### config.mk
export PLATFORM = sky130hd
export DESIGN_NAME = serial_subtractor_ctrl
export DESIGN_NICKNAME = d
export VERILOG_FILES = /design/src/rtl/serial_subtractor_ctrl.sv
export SDC_FILE = /design/constraint.sdc
export NUM_CORES = 1
export LEC_CHECK = 0
export BUFFER_PORTS_ARGS = -buffer_cell sky130_fd_sc_hd__buf_2
export CORE_MARGIN = 1.5
export CORE_UTILIZATION = 58
export CTS_CLUSTER_SIZE = 25
export DETAILED_ROUTE_END_ITERATION = 12
export PLACE_DENSITY = 0.83
export SLEW_MARGIN = 5
export SYNTH_ARGS = -nofsm -noshare
export SYNTH_HDL_FRONTEND = slang
export SYNTH_SLANG_ARGS = --single-unit
### constraint.sdc
create_clock -name clk -period 5.2 [get_ports clk]
set_clock_uncertainty 0.1 [all_clocks]
set_input_delay 0.52 -clock clk [delete_from_list [all_inputs] [get_ports clk]]
set_output_delay 0.52 -clock clk [all_outputs]
set_load 0.02 [all_outputs]
### src/rtl/serial_subtractor_ctrl.sv
// Bit-serial WIDTH-bit subtractor: one full-subtractor cell, LSB first,
// one bit per clock, running borrow held in a flop.
// Ports: clk, rst_n (async, active-low), start/a/b/bin (request and
// operands, captured in IDLE), busy/done (handshake), diff/bout (result),
// zero (result==0, only when SERIAL_SUB_ZERO_FLAG_EN is defined).
module serial_subtractor_ctrl #(
    parameter int WIDTH = 8
) (
    input  logic             clk,
    input  logic             rst_n,
    input  logic             start,
    input  logic [WIDTH-1:0] a,
    input  logic [WIDTH-1:0] b,
    input  logic             bin,
    output logic             busy,
    output logic             done,
    output logic [WIDTH-1:0] diff,
    output logic             bout
`ifdef SERIAL_SUB_ZERO_FLAG_EN
    ,
    output logic             zero
`endif
);

    localparam int CW = (WIDTH > 1) ? $clog2(WIDTH) : 1;
    localparam logic [CW-1:0] LAST = CW'(WIDTH - 1);

    typedef enum logic [1:0] {
        IDLE,
        RUN,
        DONE
    } state_e;

    state_e           state_q;
    logic [CW-1:0]    cnt_q;
    logic [WIDTH-1:0] a_sh_q;
    logic [WIDTH-1:0] b_sh_q;
    logic [WIDTH-1:0] r_sh_q;
    logic             brw_q;
    logic             busy_q;
    logic             done_q;
    logic [WIDTH-1:0] diff_q;
    logic             bout_q;
    logic             zero_q;

    logic             a0;
    logic             b0;
    logic             d_bit;
    logic             brw_d;
    logic [WIDTH-1:0] a_sh_d;
    logic [WIDTH-1:0] b_sh_d;
    logic [WIDTH-1:0] r_sh_d;

    // Full-subtractor cell
    assign a0     = a_sh_q[0];
    assign b0     = b_sh_q[0];
    assign d_bit  = a0 ^ b0 ^ brw_q;
    assign brw_d  = (~a0 & b0) | (~(a0 ^ b0) & brw_q);
    assign a_sh_d = a_sh_q >> 1;
    assign b_sh_d = b_sh_q >> 1;

    // New difference bit enters at the MSB; after WIDTH shifts the
    // register holds the result in natural bit order.
    generate
        if (WIDTH == 1) begin : g_r1
            assign r_sh_d = d_bit;
        end else begin : g_rn
            assign r_sh_d = {d_bit, r_sh_q[WIDTH-1:1]};
        end
    endgenerate

    always_ff @(posedge clk or negedge rst_n) begin
        if (!rst_n) begin
            state_q <= IDLE;
            cnt_q   <= '0;
            a_sh_q  <= '0;
            b_sh_q  <= '0;
            r_sh_q  <= '0;
            brw_q   <= 1'b0;
            busy_q  <= 1'b0;
            done_q  <= 1'b0;
            diff_q  <= '0;
            bout_q  <= 1'b0;
            zero_q  <= 1'b0;
        end else begin
            unique case (state_q)
                IDLE: begin
                    if (start) begin
                        a_sh_q  <= a;
                        b_sh_q  <= b;
                        brw_q   <= bin;
                        cnt_q   <= '0;
                        busy_q  <= 1'b1;
                        state_q <= RUN;
                    end
                end
                RUN: begin
                    a_sh_q <= a_sh_d;
                    b_sh_q <= b_sh_d;
                    r_sh_q <= r_sh_d;
                    brw_q  <= brw_d;
                    cnt_q  <= cnt_q + CW'(1);
                    if (cnt_q == LAST) begin
                        diff_q  <= r_sh_d;
                        bout_q  <= brw_d;
                        zero_q  <= (r_sh_d == '0);
                        busy_q  <= 1'b0;
                        done_q  <= 1'b1;
                        state_q <= DONE;
                    end
                end
                DONE: begin
                    done_q  <= 1'b0;
                    state_q <= IDLE;
                end
                default: begin
                    busy_q  <= 1'b0;
                    done_q  <= 1'b0;
                    state_q <= IDLE;
                end
            endcase
        end
    end

    assign busy = busy_q;
    assign done = done_q;
    assign diff = diff_q;
    assign bout = bout_q;

`ifdef SERIAL_SUB_ZERO_FLAG_EN
    assign zero = zero_q;
`else
    logic unused_zero;
    assign unused_zero = zero_q;
`endif

endmodule

# Yosys cells after proc, flatten, opt, wreduce, memory -nomap -nowiden
# Index checks and enable logic that the tools add are counted.
# word_totals
regBits,41
elab_cells,48
# op_classes
n_addsub,1
n_eq_ne,5
n_reduce_logical,7
bitwise_logic,9
mux,16
# op_table
cell,count
$pmux W8 S2,2
$mux W8,2
$reduce_and A2 Y1,4
$pmux W3 S2,1
$mux W1,4
$mux W2,2
$ne A2 B2 Y1 const B,2
$not A1 Y1,4
$pmux W1 S2,2
$pmux W2 S2,1
$add A3 B1 Y3 const B,1
$eq A3 B3 Y1 const B,1
$mux W3,1
$pmux W1 S3,1
$reduce_and A3 Y1,1
$and A1 B1 Y1,2
$eq A2 B1 Y1 const B,1
$eq A2 B2 Y1 const B,1
$logic_not A2 Y1,1
$reduce_bool A2 Y1,1
$xor A1 B1 Y1,2
$or A1 B1 Y1,1

# Longest topological paths before layout
# depth
word_depth,5
mapped_depth,6
ltp_nobuf,5

# Worst setup path after synthesis
# No wires, ideal clock.
# synth_timing
path_kind,reg-to-reg
startpoint,register cnt_q[0]
endpoint,register diff_q[1] (netlist: diff[1])
stages_incl_launch_ff,6
arrival_time_ps,1397
synth_period_minus_slack_ps,1624
setup_slack_ps,3576
required_time_ps,4972
cell_sequence,dfrtp_1 ha_1 ha_1 nand3b_1 buf_2 mux2_1
# synth_between
elab_chain_cells,2
# synth_rtl
element,line_no,source
"start, declared",35,logic [CW-1:0] cnt_q;
"start signal, assigned",102,cnt_q <= cnt_q + CW'(1);
$eq A3 B3 Y1,103,if (cnt_q == LAST) begin
$reduce_and A2 Y1 (no line),--,
"end signal, assigned",104,diff_q <= r_sh_d;
"end, declared",42,logic [WIDTH-1:0] diff_q;
# No other way between the ends.
# A chain may end at the register's enable or synchronous reset.

# Worst setup path after layout
# layout_timing
startpoint,register cnt_q[0]
endpoint,register diff_q[2] (netlist: diff[2])
# Same word-level chain as after synthesis.

==> results.sh <==
export IMPL_yosys_area_top_type_share=0.582
export IMPL_nNetsFinal=205
export IMPL_hold_buffers=0
export IMPL_ctsLongestPathBuffers=2
export IMPL_synth_ff_type="dfrtp_1"
export IMPL_core_um2=2780
export IMPL_die_width_um=57.4
export IMPL_io_pins=31
export IMPL_synth_xor_xnor_area_share=0
export IMPL_track_usage=0.229
export IMPL_syn_nets=178
export IMPL_p_per_area_nw_per_um2=639
export IMPL_syn_area_per_cell_um2=11.1
export IMPL_grt_pass1_vias=1219
export IMPL_crit_arrival_ns=1.98
export IMPL_post_route_min_period_ns=1.84
export IMPL_cts_tree="built"
export IMPL_synthArstFlopShare=1.00
export IMPL_grt_busiest_layer="met1"
export IMPL_synth_area_um2=1720
export IMPL_gp_congestion=0.787
export IMPL_cts_htree_levels=2
export IMPL_holdWs_ns=0.149
export IMPL_vias_per_cell=6.07
export IMPL_synth_compound_area_frac=0.172
export IMPL_crit_path_start_kind="flop"
export IMPL_drv_cap=0
export IMPL_period_share=0.353
export IMPL_critPathTopFamily="adder cells"
export IMPL_drive_gt1_frac=0.235
export IMPL_rsz0062_at_grt="no"
export IMPL_met3_usage=0.0499
export IMPL_wl_per_cell_um=15.8
export IMPL_rows=19
export IMPL_crit_top_cell="ha_1"
export IMPL_yosysSeqAreaShare=0.582
export IMPL_port_buffers=30
export IMPL_cts_buffers_inserted=5
export IMPL_ir_drop_uv=518
export IMPL_clkTransAtPathRegs_ns=0.14
export IMPL_synthAdderAreaFrac=0.0262
export IMPL_start_util=0.618
export IMPL_routed_wl_mm=3.37
export IMPL_cts_sinks=40
export IMPL_tightest_slew_ns=0.864
export IMPL_die_h_um=57.4
export IMPL_yosys_area_top_type="dfrtp_1"
export IMPL_critPathRequiredTime_ns=5.34
export IMPL_synth_seq_cells=40
export IMPL_drt_first_pass_iters=4
export IMPL_syn_to_final_growth_pct=12.3
export IMPL_switching_power_mw=0.480
export IMPL_grtUsageMet1=0.339
export IMPL_antennaDiodeCount=0
export IMPL_finalSetupViolations=0
export IMPL_maxSlewViolCount=0
export IMPL_met2_usage=0.325
export IMPL_synth_top_family_by_area="compound AO/OA/AOI/OAI gates"
export IMPL_synth_edf_count=0
export IMPL_cp_slowest_cell="nand3b_1"
export IMPL_synth_simple_area_share=0.122
export IMPL_seq_power_share=0.457
export IMPL_switching_share=0.389
export IMPL_postCtsSetupRepairBufs=0
export IMPL_cts_resized=0
export IMPL_critPathMaxStageDelay_ns=0.42
export IMPL_via_count=1300
export IMPL_dp_cells=206
export IMPL_syn_inst=155
export IMPL_fin_setup_tns_ns=0
export IMPL_yosysWarnings=0
export IMPL_yosysMostFrequentCell="dfrtp_1"
export IMPL_drt_iter0_drc=52
export IMPL_crit_path_cell_trace="ha_1 -> ha_1 -> nand3b_1 -> mux2_1"
export IMPL_clkPwrFrac=0.168
export IMPL_route_detailed_drc=0
export IMPL_clk_latency_ns=0.37
export IMPL_critPathBufInv=0
export IMPL_yosys_top_cells_count="dfrtp_1 (40), nand2_1 (27), o22ai_1 (18), a21oi_1 (10), mux2_1 (8)"
export IMPL_endpoint_kind="flop"
export IMPL_antenna_found_initial=0
export IMPL_grt_start_max_net_pins=41
export IMPL_synth_mux_area_frac=0.0524
export IMPL_hp_class="input pin to asynchronous set/reset pin"
export IMPL_grt_overflow_total=0
export IMPL_cellLeakagePower_nw=0.923
export IMPL_stdcell_count=214
export IMPL_p_comb_frac=0.375
export IMPL_ctsRootBufferMaster="clkbuf_4"
export IMPL_grt_pass1_wl_mm=5.64
export IMPL_status="complete, no violations"
export IMPL_die_area_um2=3300
export IMPL_hold_viol_final=0
export IMPL_slew_limit_headroom=0.424
export IMPL_max_freq_mhz=545
export IMPL_hpwl_mm=2.26
export IMPL_p_int_mw=0.754
export IMPL_path_class="flop to flop"
export IMPL_ys_top_cells_by_area="dfrtp_1 (58%), o22ai_1 (6.6%), nand2_1 (5.9%), mux2_1 (5.2%), a21oi_1 (2.9%)"
export IMPL_crit_fanout=11
export IMPL_synthDistinctLibCells=25
export IMPL_ant_nets=0
placed cells by master, fill, tap and decap left out, types with 4 or more instances in the layout:
cell type	Yosys	layout
a2bb2oi_1	4	4
nand3b_1	4	4
nor2_1	4	4
clkbuf_4	0	5
a21oi_1	10	10
o22ai_1	18	18
o21ai_1	6	6
buf_2	7	30
mux2_1	8	8
dfrtp_1	40	40
nand2_1	27	27
power groups by stage:
stage                     registers, mW  clock network (mW)  logic, mW
final                             0.564               0.208      0.463
after global routing              0.583               0.221      0.516
after CTS                         0.562               0.209      0.467
after detailed placement          0.567                   0      0.463
after global placement            0.556                   0      0.442
after floorplan                   0.584                   0      0.324
final cells by class:
cell class,count,area (µm²)
clock inverter,3,42.5
fill,211,851
multi-input combinational,100,642
tap,31,38.8
timing repair buffer,30,150
inverter,5,18.8
clock buffer,5,37.5
sequential,40,1000
cells by family after synthesis:
| logic type | Yosys count |
|---|---|
| fa+ha+maj | 3 |
| mux | 8 |
| compound gates | 45 |
| buf+inv | 15 |
| simple gates | 44 |
| flops | 40 |
worst register-to-register path: stages, from the launching register on:
cell      delay, ns
dfrtp_1        0.41
ha_1           0.21
ha_1           0.21
nand3b_1       0.42
mux2_1         0.38
worst paths after layout:
check                          from        end  slack [ns]  cells after the start
min in group clk               a[7]  a_sh_q[7]        0.30                      3
max                        cnt_q[0]    diff[2]        3.36                      4
max in group asynchronous     rst_n       done        4.30                      1
max reg2reg                cnt_q[0]    diff[2]        3.36                      4
min                           rst_n    diff[7]        0.15                      1
min reg2reg                cnt_q[0]   cnt_q[0]        0.39                      1
per-layer routing:
layer / vias up / wire, µm
li1: 611 / -
met1: 643 / 1520
met2: 37 / 1590
met3: 9 / 183
met4: 0 / 77
met5: - / 0
registers in the layout (all words and copies together), names as in the netlist:
register and cells:
b_sh_q 8, done 1, r_sh_q 7, brw_q 1, bout 1, diff 8
state_q 2, cnt_q 3, a_sh_q 8, busy 1
per-stage QoR:
step	worst slack, ns	total power [mW]	cell area (µm²)	utilization
finish	3.36	1.23	1930	0.694
global route	3.25	1.32	1930	0.694
CTS	3.36	1.24	1930	0.694
detailed placement	3.37	1.03	1850	0.665
global placement	3.43	0.997	1850	0.665
floorplan	3.58	0.908	1720	-
Power figures use the tool's default switching activity.
